<file path="src/rtl/edge_pulse_bank.sv">
// Multi-channel edge-to-pulse converter: synchroniser, debounce filter,
// selectable edge detect and pulse stretcher per channel.
module edge_pulse_bank #(
    parameter int CHANNELS        = 4,
    parameter int SYNC_STAGES     = 2,
    parameter int DEBOUNCE_CYCLES = 4,
    parameter int PULSE_LEN       = 1
) (
    input  logic                clk,
    input  logic                rst,
    input  logic [CHANNELS-1:0] din,
    input  logic [1:0]          mode,
    output logic [CHANNELS-1:0] level,
    output logic [CHANNELS-1:0] pulse,
    output logic                any_pulse
);

    localparam int DW = $clog2(DEBOUNCE_CYCLES + 1);
    localparam int PW = $clog2(PULSE_LEN + 1);
    localparam logic [DW-1:0] DB_LAST = DW'(DEBOUNCE_CYCLES - 1);
    localparam logic [PW-1:0] P_LOAD  = PW'(PULSE_LEN);

    logic [CHANNELS-1:0] sync_q [SYNC_STAGES];
    logic [CHANNELS-1:0] s;

    always_ff @(posedge clk or posedge rst) begin
        if (rst) begin
            for (int k = 0; k < SYNC_STAGES; k++) begin
                sync_q[k] <= '0;
            end
        end else begin
            sync_q[0] <= din;
            for (int k = 1; k < SYNC_STAGES; k++) begin
                sync_q[k] <= sync_q[k-1];
            end
        end
    end

    assign s = sync_q[SYNC_STAGES-1];

    for (genvar c = 0; c < CHANNELS; c++) begin : g_ch
        logic [DW-1:0] cnt_q, cnt_d;
        logic [PW-1:0] pcnt_q, pcnt_d;
        logic          lvl_q, lvl_d;
        logic          accept;
        logic          fire;

        always_comb begin
            cnt_d  = '0;
            lvl_d  = lvl_q;
            accept = 1'b0;
            if (s[c] != lvl_q) begin
                if (cnt_q == DB_LAST) begin
                    lvl_d  = s[c];
                    accept = 1'b1;
                end else begin
                    cnt_d = cnt_q + DW'(1);
                end
            end
        end

        // mode only matters on the accept edge; in-flight pulses ignore it
        always_comb begin
            fire = 1'b0;
            if (accept) begin
                unique case (mode)
                    2'b00:   fire = lvl_d;
                    2'b01:   fire = ~lvl_d;
                    2'b10:   fire = 1'b1;
                    default: fire = 1'b0;
                endcase
            end
        end

        always_comb begin
            pcnt_d = pcnt_q;
            if (fire) begin
                pcnt_d = P_LOAD;
            end else if (pcnt_q != '0) begin
                pcnt_d = pcnt_q - PW'(1);
            end
        end

        always_ff @(posedge clk or posedge rst) begin
            if (rst) begin
                cnt_q  <= '0;
                lvl_q  <= 1'b0;
                pcnt_q <= '0;
            end else begin
                cnt_q  <= cnt_d;
                lvl_q  <= lvl_d;
                pcnt_q <= pcnt_d;
            end
        end

        assign level[c] = lvl_q;
        assign pulse[c] = (pcnt_q != '0);
    end

    assign any_pulse = |pulse;

endmodule
</file>
<file path="config.mk">
export PLATFORM = sky130hd
export DESIGN_NAME = edge_pulse_bank
export DESIGN_NICKNAME = d
export VERILOG_FILES = /design/src/rtl/edge_pulse_bank.sv
export SDC_FILE = /design/constraint.sdc
export NUM_CORES = 1
export LEC_CHECK = 0
export ABC_AREA = 1
export BUFFER_PORTS_ARGS = -buffer_cell sky130_fd_sc_hd__buf_2
export CORE_ASPECT_RATIO = 1.75
export CORE_MARGIN = 5
export CORE_UTILIZATION = 49
export DETAILED_ROUTE_END_ITERATION = 10
export PLACE_DENSITY_LB_ADDON = 0.05
export SYNTH_ARGS = -nofsm -noshare
export SYNTH_HDL_FRONTEND = slang
export SYNTH_SLANG_ARGS = --single-unit
</file>
<file path="constraint.sdc">
create_clock -name clk -period 1 [get_ports clk]
set_input_delay 0.05 -clock clk [delete_from_list [all_inputs] [get_ports clk]]
set_output_delay 0.05 -clock clk [all_outputs]
set_load 0.1 [all_outputs]
</file>
# == Word-level counts from Yosys, hierarchy flattened ==
# Index checks and enable logic that the tools add are counted.
# op_classes
n_addsub,8
eq_ne,10
reduce_logical,2
bitwise,4
muxes,40
# ops
cell,count
$mux W1,28
$mux W3,8
$add A3 B1 Y3 const B,4
$eq A3 B2 Y1 const B,4
$pmux W1 S3,4
$ne A1 B1 Y1,4
$not A1 Y1,4
$reduce_or A4 Y1,1
$sub A1 B1 Y1 const B,4
$eq A2 B1 Y1 const B,1
$eq A2 B2 Y1 const B,1
$logic_not A2 Y1,1
# totals
word_cells,78
output_inout_bits,9
register_bits,28

# == Longest topological paths before layout ==
# depth
ltp_word,7
depth_mapped,6

# == Worst setup path after synthesis ==
# Ideal clock, no wire load.
# synth_path
path_kind,flip-flop to output port
from,register g_ch[1].pcnt_q
to,output port any_pulse
stages_incl_launch_ff,3
arrival_time_ps,1006
setup_slack_ps,-56
required_time_ps,950
path_cell_list,dfrtp_1 > nor2_1 > nand2_1
# synth_between
elab_chain_cells,1
# synth_rtl
element,line_no,text
"start, declared",43,"logic [PW-1:0] pcnt_q, pcnt_d;"
"start signal, assigned",92,pcnt_q <= pcnt_d;
$reduce_or A4 Y1,100,assign any_pulse = |pulse;
"end, declared",15,output logic any_pulse
# Every way passes these cells.

# == Worst setup path after layout ==
# layout_path
from,register g_ch[3].pcnt_q
to,output port any_pulse
# layout_between
elab_chain_cells,1
# layout_rtl
element,line_no
"start, declared",43
"start signal, assigned",92
$reduce_or A4 Y1,100
# Every way passes these cells.

==> results.md <==
* Sequential fraction of the synthesis area at 56.8%
* Post-Route Utilization at 74.1%
* Pre-CTS WS at -79.3 ps
* Top-area cell type share of the netlist area at 56.8%
* Arrival time worst endpoint at 1020 ps
* Sequential power share at 31.7%
* Yosys cell types at 13
* Post-Route Skew at 1.57 ps
* Clock transition at path regs at 90 ps
* First-pass iteration count of the detailed router at 3
* Cell Area, Placed at 1470 um2
* Die H at 76.4 um
* Crit end category: primary output
* Slew Limit Headroom at 77.0%
* WL per Instance at 12.9 um
* Top cell type by total area after synthesis: dfrtp_1
* Core box area at 2460 um2
* Die Width at 47.9 um
* Max Fclk at 931 MHz
* Antenna violations before repair at 0
* Net switching share of the total power at 43.6%
* Via count at 924
* Slew Viols, Final at 0
* First-pass GRT wire length at 3.69 mm
* Number of fill cells in the layout at 160
* Syn_nets at 142
* Critical path type: flop to primary output
* Mean number of vias per cell at 4.89
* Tot Pwr at 5.06 mW
* First DRT Iteration DRCs at 26
* Setup slack after layout at -74.0 ps
* HPWL Detailed at 1.57 mm
* Final hold viol count at 0
* NetSw at 2.21 mW
* Min cycle time layout at 1070 ps
* Max Cap Viol at 0
* Routed Antenna Nets at 0
* Num Clock Sinks at 28
* Share of cells above drive strength 1 at 55.2%
* Ant diodes at 0
* Static Leak at 0.903 nW
* I/O Pins at 17
* Worst hold path type: input pin to flop
* Area grow syn2layout at 48.0%
* Maximum root-to-sink buffer count at 2
* Post-Syn Area at 1230 um2
* RSZ-0062 raised after global routing: true
* Worst-Margin Slew at 345 ps
* WL final at 2.44 mm
* Gr usage total at 13.7%
* Failing checks: setup timing
* Cell count after synthesis at 130
* Nets at 177
* RePlAce Congestion at 0.791
* Internal power at 2.85 mW
* Crit start category: flop
* TritonCTS clock tree: built
* Initial Util at 50.1%
* Setup violations, final at 8
* Mean Syn Cell Area at 9.49 um2
* Combinational fraction of design power at 56.8%
* Worst Path Required at 950 ps
* Vias in the first global route at 956
* Clock Latency Late Sink at 260 ps
* Status: complete, but fails checks
* #FFs+latches synth at 28
* Area contributors post-synth: dfrtp_1 (57%), nand2_1 (7.6%), inv_1 (6.4%), buf_4 (4.9%), ha_1 (4.1%)
* Crit-path max FO at 2
* Yosys warns at 0
* Finished Cell Area at 1830 um2
* Inserted Clock Buffers at 3
* Max VDD drop at 1750 uV
* Period utilization at 107%
* Cell Rows at 24
* Largest net degree at the start of global routing at 29
* Port bufs at 16
* Clock Power Share at 11.5%
* Die area at 3660 um2
* Grt total ovfl at 0
* H-tree depth at 1
* DRC at 0
* CTS Root Buffer Type: clkbuf_8
* Hold Slack at 129 ps
* Pwr dens at 2770 nW/um2
cell usage after synthesis (all sizes together):
| library cell | instances |
|---|---|
| buf | 8 |
| dfrtp | 28 |
| ha | 4 |
| inv | 24 |
| nand2 | 32 |
| nand3 | 10 |
| nor2 | 16 |
| nor3 | 6 |
| nor3b | 2 |
power by group through the flow:
stage	Sequential (mW)	Combinational (mW)	Clock [mW]
after floorplan	1.50	1.65	0
after global placement	1.55	2.21	0
after detailed placement	1.56	2.25	0
after CTS	1.56	2.48	0.604
after global routing	1.63	3.10	0.641
final	1.61	2.88	0.581
per-stage QoR:
stage / TNS (ps) / instances
6_report: -185 / 189
5_1_grt: -775 / 189
4_1_cts: -182 / 183
3_5_place_dp: -301 / 169
3_3_place_gp: -37.4 / 169
2_1_floorplan: 0 / 130
cell families (layout without fill, tap and decap cells):
logic type	count (synthesis)	in the layout	synth area share, %
flops	28	28	56.8
fa+ha+maj	4	4	4.06
simple gates	66	66	27.0
buf+inv	32	65	12.2
flip-flops by register name, indices dropped and copies added (netlist names):
signal       flops
sync_q           4
g_ch.cnt_q      12
s                4
g_ch.lvl_q       4
g_ch.pcnt_q      4
cells in the final DEF (no fill, tap or decap), drive strengths merged:
| cell | count |
|---|---|
| buf | 33 |
| clkbuf | 3 |
| dfrtp | 28 |
| dlygate4sd3 | 5 |
| ha | 4 |
| inv | 24 |
| nand2 | 32 |
| nand3 | 10 |
| nor2 | 16 |
| nor3 | 6 |
| nor3b | 2 |
critical path: stages (launching register included):
cell and delay, ps:
dfrtp_1 420, nor2_2 100, nand2_2 70, buf_12 160
repair_timing:
action,CTS,global route
pin swaps,14,24
hold endpoints to repair,32,0
gates cloned,0,0
resized for setup,13,36
endpoints found under the setup margin,10,19
hold buffers,5,0
setup buffers,7,7
path summary, 6_finish.rpt:
check / cells after the start / slack (ps) / endpoint / start
max: 3 / -70 / any_pulse / g_ch[3].pcnt_q$_DFF_PP0_
min: 4 / 130 / g_ch[0].pcnt_q$_DFF_PP0_ / mode[0]
max reg2reg: 4 / -30 / g_ch[1].cnt_q[0]$_DFF_PP0_ / g_ch[1].cnt_q[0]$_DFF_PP0_
min reg2reg: 0 / 360 / s[1]$_DFF_PP0_ / sync_q[5]$_DFF_PP0_
max in group asynchronous: 4 / 340 / g_ch[0].lvl_q$_DFF_PP0_ / rst
min in group asynchronous: 4 / 380 / g_ch[3].cnt_q[2]$_DFF_PP0_ / rst
layer usage:
metal | wire length, um | share of wire, % | up-vias | track usage (%)
li1 | - | - | 453 | -
met1 | 879 | 36 | 448 | 14.8
met2 | 1420 | 58 | 17 | 22.3
met3 | 75 | 3.1 | 6 | 2.36
met4 | 65 | 2.7 | 0 | 9.16
met5 | 0 | 0 | - | 0
cell type report:
type / count / area (um2) / share of cell area, %
timing repair buffer: 38 / 408 / 22.3
clock buffer: 3 / 41.3 / 2.26
tap: 26 / 32.5 / 1.78
multi-input combinational: 70 / 547 / 30.0
inverter: 24 / 95.1 / 5.21
sequential: 28 / 702 / 38.5
Power figures use the tool's default switching activity.
